[config.mk]
export PLATFORM = sky130hd
export DESIGN_NAME = reg_write_ctrl
export DESIGN_NICKNAME = d
export VERILOG_FILES = /design/src/rtl/reg_bank_pkg.sv /design/src/rtl/onehot_decoder.sv /design/src/rtl/reg_write_ctrl.sv
export SDC_FILE = /design/constraint.sdc
export NUM_CORES = 1
export LEC_CHECK = 0
export CORE_ASPECT_RATIO = 1.1
export CORE_MARGIN = 1.5
export CORE_UTILIZATION = 50
export CTS_CLUSTER_SIZE = 12
export DETAILED_ROUTE_END_ITERATION = 10
export DONT_BUFFER_PORTS = 1
export PLACE_DENSITY = 0.76
export SLEW_MARGIN = 20
export SYNTH_ARGS = -nofsm -noshare
export SYNTH_HDL_FRONTEND = slang
export SYNTH_SLANG_ARGS = --single-unit
[constraint.sdc]
create_clock -name clk -period 3.47 [get_ports clk]
set_input_delay 0 -clock clk [delete_from_list [all_inputs] [get_ports clk]]
set_output_delay 0 -clock clk [all_outputs]
set_load 0.005 [all_outputs]
[src/rtl/reg_bank_pkg.sv]
// Shared types and constants for the bus slave register bank write path.
package reg_bank_pkg;

  typedef enum logic [1:0] {
    IDLE  = 2'd0,
    WRITE = 2'd1,
    ACK   = 2'd2
  } wr_state_e;

  localparam int unsigned WR_CNT_W     = 16;
  localparam int unsigned DEF_NUM_REGS = 23;
  localparam int unsigned DEF_ADDR_W   = 16;
  localparam int unsigned DEF_DATA_W   = 32;

  // Saturating increment for the write counter
  function automatic logic [WR_CNT_W-1:0] sat_inc(input logic [WR_CNT_W-1:0] v);
    return (&v) ? v : v + WR_CNT_W'(1);
  endfunction

endpackage

[src/rtl/onehot_decoder.sv]
// Index-to-one-hot decoder; the output is all zeros when en is low.
module onehot_decoder #(
  parameter int unsigned N     = 23,
  parameter int unsigned IDX_W = 5
) (
  input  logic [IDX_W-1:0] idx,
  input  logic             en,
  output logic [N-1:0]     onehot_c
);

  always_comb begin
    onehot_c = '0;
    for (int i = 0; i < N; i++) begin
      onehot_c[i] = en && (32'(idx) == 32'(i));
    end
  end

endmodule

[src/rtl/reg_write_ctrl.sv]
// Sequenced register write controller: range check, one-hot strobe, ack, write count.
// Optional out-of-range reporting (err/err_addr/err_clr) is built when WR_ERR_EN is defined.
module reg_write_ctrl
  import reg_bank_pkg::*;
#(
  parameter int unsigned       NUM_REGS  = DEF_NUM_REGS,
  parameter int unsigned       ADDR_W    = DEF_ADDR_W,
  parameter int unsigned       DATA_W    = DEF_DATA_W,
  parameter logic [ADDR_W-1:0] BASE_ADDR = '0
) (
  input  logic                clk,
  input  logic                reset,
  input  logic                s_sel,
  input  logic                s_wr,
  input  logic [ADDR_W-1:0]   s_addr,
  input  logic [DATA_W-1:0]   s_wdata,
`ifdef WR_ERR_EN
  input  logic                err_clr,
  output logic                err,
  output logic [ADDR_W-1:0]   err_addr,
`endif
  output logic                s_ack,
  output logic [NUM_REGS-1:0] to_reg,
  output logic [DATA_W-1:0]   reg_wdata,
  output logic [WR_CNT_W-1:0] wr_cnt
);

  localparam logic [1:0] S_IDLE  = 2'(IDLE);
  localparam logic [1:0] S_WRITE = 2'(WRITE);
  localparam logic [1:0] S_ACK   = 2'(ACK);

  localparam int unsigned IDX_W = (NUM_REGS > 1) ? $clog2(NUM_REGS) : 1;
  // Compare width wide enough for both the address offset and NUM_REGS (<= 64)
  localparam int unsigned CMP_W = (ADDR_W > 8) ? ADDR_W : 8;

  logic [1:0]          state, state_nxt;
  logic                hit, hit_nxt;
  logic                ack_nxt;
  logic [NUM_REGS-1:0] to_reg_nxt;
  logic [DATA_W-1:0]   wdata_nxt;
  logic [WR_CNT_W-1:0] cnt_nxt;

  logic                req_c;
  logic [ADDR_W-1:0]   idx_c;
  logic                in_range_c;
  logic                dec_en_c;
  logic [NUM_REGS-1:0] dec_c;

`ifdef WR_ERR_EN
  logic [ADDR_W-1:0]   lat_addr, lat_addr_nxt;
  logic                err_nxt;
  logic [ADDR_W-1:0]   err_addr_nxt;
`endif

  assign req_c      = s_sel & s_wr;
  assign idx_c      = s_addr - BASE_ADDR;
  assign in_range_c = (s_addr >= BASE_ADDR) && (CMP_W'(idx_c) < CMP_W'(NUM_REGS));
  assign dec_en_c   = (state == S_IDLE) && req_c && in_range_c;

  onehot_decoder #(
    .N     (NUM_REGS),
    .IDX_W (IDX_W)
  ) u_dec (
    .idx      (IDX_W'(idx_c)),
    .en       (dec_en_c),
    .onehot_c (dec_c)
  );

  // Next-state and next-output logic
  always_comb begin
    state_nxt  = state;
    hit_nxt    = hit;
    ack_nxt    = 1'b0;
    to_reg_nxt = '0;
    wdata_nxt  = reg_wdata;
    cnt_nxt    = wr_cnt;
`ifdef WR_ERR_EN
    lat_addr_nxt = lat_addr;
    err_nxt      = err;
    err_addr_nxt = err_addr;
`endif
    case (state)
      S_IDLE: begin
        if (req_c) begin
          state_nxt  = S_WRITE;
          hit_nxt    = in_range_c;
          to_reg_nxt = dec_c;
          wdata_nxt  = s_wdata;
`ifdef WR_ERR_EN
          lat_addr_nxt = s_addr;
`endif
        end
      end
      S_WRITE: begin
        state_nxt = S_ACK;
        ack_nxt   = 1'b1;
        if (hit) begin
          cnt_nxt = sat_inc(wr_cnt);
        end
      end
      S_ACK: begin
        state_nxt = S_IDLE;
      end
      default: begin
        state_nxt = S_IDLE;
      end
    endcase
`ifdef WR_ERR_EN
    // A set in the same cycle as a clear takes priority and keeps the first address
    if ((state == S_WRITE) && !hit) begin
      err_nxt = 1'b1;
      if (!err) begin
        err_addr_nxt = lat_addr;
      end
    end else if (err_clr) begin
      err_nxt      = 1'b0;
      err_addr_nxt = '0;
    end
`endif
  end

  // State and registered outputs
  always_ff @(posedge clk) begin
    if (reset) begin
      state     <= S_IDLE;
      hit       <= 1'b0;
      s_ack     <= 1'b0;
      to_reg    <= '0;
      reg_wdata <= '0;
      wr_cnt    <= '0;
`ifdef WR_ERR_EN
      lat_addr  <= '0;
      err       <= 1'b0;
      err_addr  <= '0;
`endif
    end else begin
      state     <= state_nxt;
      hit       <= hit_nxt;
      s_ack     <= ack_nxt;
      to_reg    <= to_reg_nxt;
      reg_wdata <= wdata_nxt;
      wr_cnt    <= cnt_nxt;
`ifdef WR_ERR_EN
      lat_addr  <= lat_addr_nxt;
      err       <= err_nxt;
      err_addr  <= err_addr_nxt;
`endif
    end
  end

endmodule
==> impl_metrics.tcl <==
set metrics [dict create \
    peakVddDrop_mv 0.2656 \
    fin_crit_sh_pct 68.10 \
    holdWs_ns 0.08037 \
    end_kind "register" \
    min_from "s_addr[5]" \
    synth.distinct_cells 41 \
    rows 28 \
    fin_cells 464 \
    largest_reg_flops 32 \
    final_area_sq_um 3691 \
    reg2reg_depth 7 \
    drv_slew 0 \
    finClkSkew_ns 0.01134 \
    worstPathRequired_ns 3.77 \
    clk_pin_slew_ns 0.09 \
    ys_ff_latch 75 \
    die_h_um 81.12 \
    drc 0 \
    dieArea_sq_um 6004 \
    vias 2638 \
    synth_top_area_cell "dfxtp_1" \
    numCtsBuffers 9 \
    routed-wl-met2_um 3990 \
    synth_fp_nets 375 \
    power_density_nw_per_um2 455.2 \
    tightest_slew_ns 0.7314 \
    wl_met3_um 519 \
    min_path_cells 4 \
    period_needed_ns 2.363 \
    syn-cell-area_sq_um 2774 \
    grt_max_degree 56 \
    synthFlopType "dfxtp_1" \
    place_inst 384 \
    p_comb_share_pct 7.3 \
    grt_pass1_wl_um 11910 \
    synthesis.instances 322 \
    r2r_slack_ns 1.11 \
    pin_count 124 \
    start_kind "register" \
    overflow 0 \
    post_synth_main_area_contributors "dfxtp_1, nand2_1, a21oi_1" \
    cts-resized-gates 0 \
    max_freq_mhz 423.2 \
    yosys_warnings 0 \
    cts_tree "done" \
    area_growth_pct 33.06 \
    dp_hpwl_um 4108 \
    timing.rr.start "state[0]$_SDFFE_PP0P_" \
    routed_wl_um 7741 \
    avgSynthCellArea_sq_um 8.615 \
    antenna_found_initial 0 \
    synthArstFlopShare_pct 0 \
    clockRootBuffer "clkbuf_8" \
    wire_per_inst_um 16.68 \
    place_area_sq_um 2845 \
    drive_above_1_share_pct 7.455 \
    r2r_end "to_reg[16]$_SDFF_PP0_" \
    grt_pass1_vias 2568 \
    synth-edff-count 0 \
    dr.pass1.iters 4 \
    sw_frac_of_total_pct 23.89 \
    fin_setup_tns_ns 0 \
    max_slew_margin_pct 50.79 \
    hp-class "in -> reg" \
    netSwitchingPower_uw 401.4 \
    initial_core_util_pct 51.75 \
    sequentialPowerShare_pct 53.3 \
    status "finished, final reports clean" \
    power.internal_uw 1279 \
    setup_viol 0 \
    grtUsageTotal_pct 26.15 \
    seq_area_sq_um 1501 \
    wl_met1_um 3039 \
    yosysSeqAreaShare_pct 54.13 \
    clock_path_buffers 2 \
    antenna_cells 0 \
    multiInputGateArea_sq_um 1209 \
    portBuffers 0 \
    crit_fanout 35 \
    worstSkewPairLatency_ns 0.35 \
    htree_levels 3 \
    core_sq_um 5360 \
    gp_congestion 0.7885 \
    synthTopCellsByCount "dfxtp_1, nand2_1, a21oi_1" \
    p_leak_uw 0.001317 \
    drv_cap 0 \
    crit_type "reg -> reg" \
    synth_top_area_share_pct 54.13 \
    vias_per_cell 5.685 \
    worstPathArrival_ns 2.66 \
    worstHoldEndpoint "to_reg[0]$_SDFF_PP0_" \
    topRoutingLayerUsed "met4" \
    rsz0062_at_grt "no" \
    fillers 414 \
    die_w_um 74.02 \
    layout.nets 437 \
    finalHoldViolations 0 \
    clock-sinks 75 \
    pwr-share-clk_pct 39.5 \
    drtIter0Drc 185 \
    detail-route-antenna-nets 0 \
]
[cell usage in the layout, fill, tap and decap left out, types with 2 or more instances in the layout]
cell / n
a21oi_1: 45
and3_1: 2
and4_1: 3
buf_4: 3
clkbuf_1: 2
clkbuf_8: 9
clkinv_4: 3
dfxtp_1: 75
dlygate4sd3_1: 63
inv_1: 5
mux2_2: 2
nand2_1: 75
nand2b_1: 2
nand3_1: 5
nand3b_1: 3
nand4_1: 8
nand4b_1: 2
nor2_1: 20
nor2_2: 2
nor3_1: 7
nor3b_1: 2
nor4_1: 4
o21ai_0: 6
o31ai_1: 4
or3_1: 10
or4_1: 5
or4_4: 2
[power groups by stage]
stage	sequential, uW	clock (uW)	combinational (uW)
after floorplan	909	0	49.1
after global placement	914	0	48.4
after detailed placement	914	0	51.2
after CTS	894	666	115
after global routing	897	706	132
final	895	663	122
[cell families (layout without fill, tap and decap cells)]
kind of cell	after synthesis	after routing	synth area share [%]
AOI/OAI and AO/OA	62	62	12.45
and+or+nand+nor	160	160	28.96
buffers and inverters	21	88	2.841
adders and majority gates	1	1	0.4510
DFF	75	75	54.13
muxes	3	3	1.173
[timing repair]
| item | in CTS | in global routing |
|---|---|---|
| hold buffers | 64 | 0 |
| buffers inserted | 0 | 0 |
| hold endpoints to repair | 74 | 0 |
[worst max-delay path by stage]
stage / start / to / cells past startpoint
2_1_floorplan: wr_cnt[0]$_SDFFE_PP0P_ / wr_cnt[12]$_SDFFE_PP0P_ / 5
4_1_cts: state[0]$_SDFFE_PP0P_ / to_reg[16]$_SDFF_PP0_ / 7
3_3_place_gp: wr_cnt[0]$_SDFFE_PP0P_ / wr_cnt[12]$_SDFFE_PP0P_ / 5
6_report: state[0]$_SDFFE_PP0P_ / to_reg[16]$_SDFF_PP0_ / 7
3_5_place_dp: wr_cnt[1]$_SDFFE_PP0P_ / wr_cnt[12]$_SDFFE_PP0P_ / 5
5_1_grt: state[0]$_SDFFE_PP0P_ / to_reg[16]$_SDFF_PP0_ / 7
[critical path, stage by stage (launching register included)]
cell and delay, ns:
dfxtp_1 0.38, nor4bb_4 0.29, buf_4 0.36, nand2_1 0.19, inv_1 0.13, nand4_1 0.21
nor3_1 0.19, dlygate4sd3_1 0.56
[through the flow]
step	util, %	total power, uW	setup slack [ns]
floorplan	-	958.5	1.643
finish	68.86	1680	1.107
global placement	53.08	962.0	1.495
global route	68.86	1734	0.9317
detailed placement	53.08	965.0	1.454
CTS	68.86	1674	1.144
[routing by layer]
layer | global-route usage, % | vias to the layer above
met1 | 28.15 | 1249
met5 | 0 | -
met3 | 6.948 | 19
li1 | - | 1252
met4 | 12.78 | 0
met2 | 46.61 | 118
[area by class of cell]
| cell class | count | area share [%] |
|---|---|---|
| Clock inverter | 5 | 1.729 |
| Tap cell | 75 | 2.542 |
| Multi-Input combinational cell | 226 | 32.75 |
| Clock buffer | 11 | 3.559 |
| Timing Repair Buffer | 67 | 18.24 |
| Sequential cell | 75 | 40.68 |
| Inverter | 5 | 0.5085 |
Note: power is estimated with default switching activity, not from simulation.
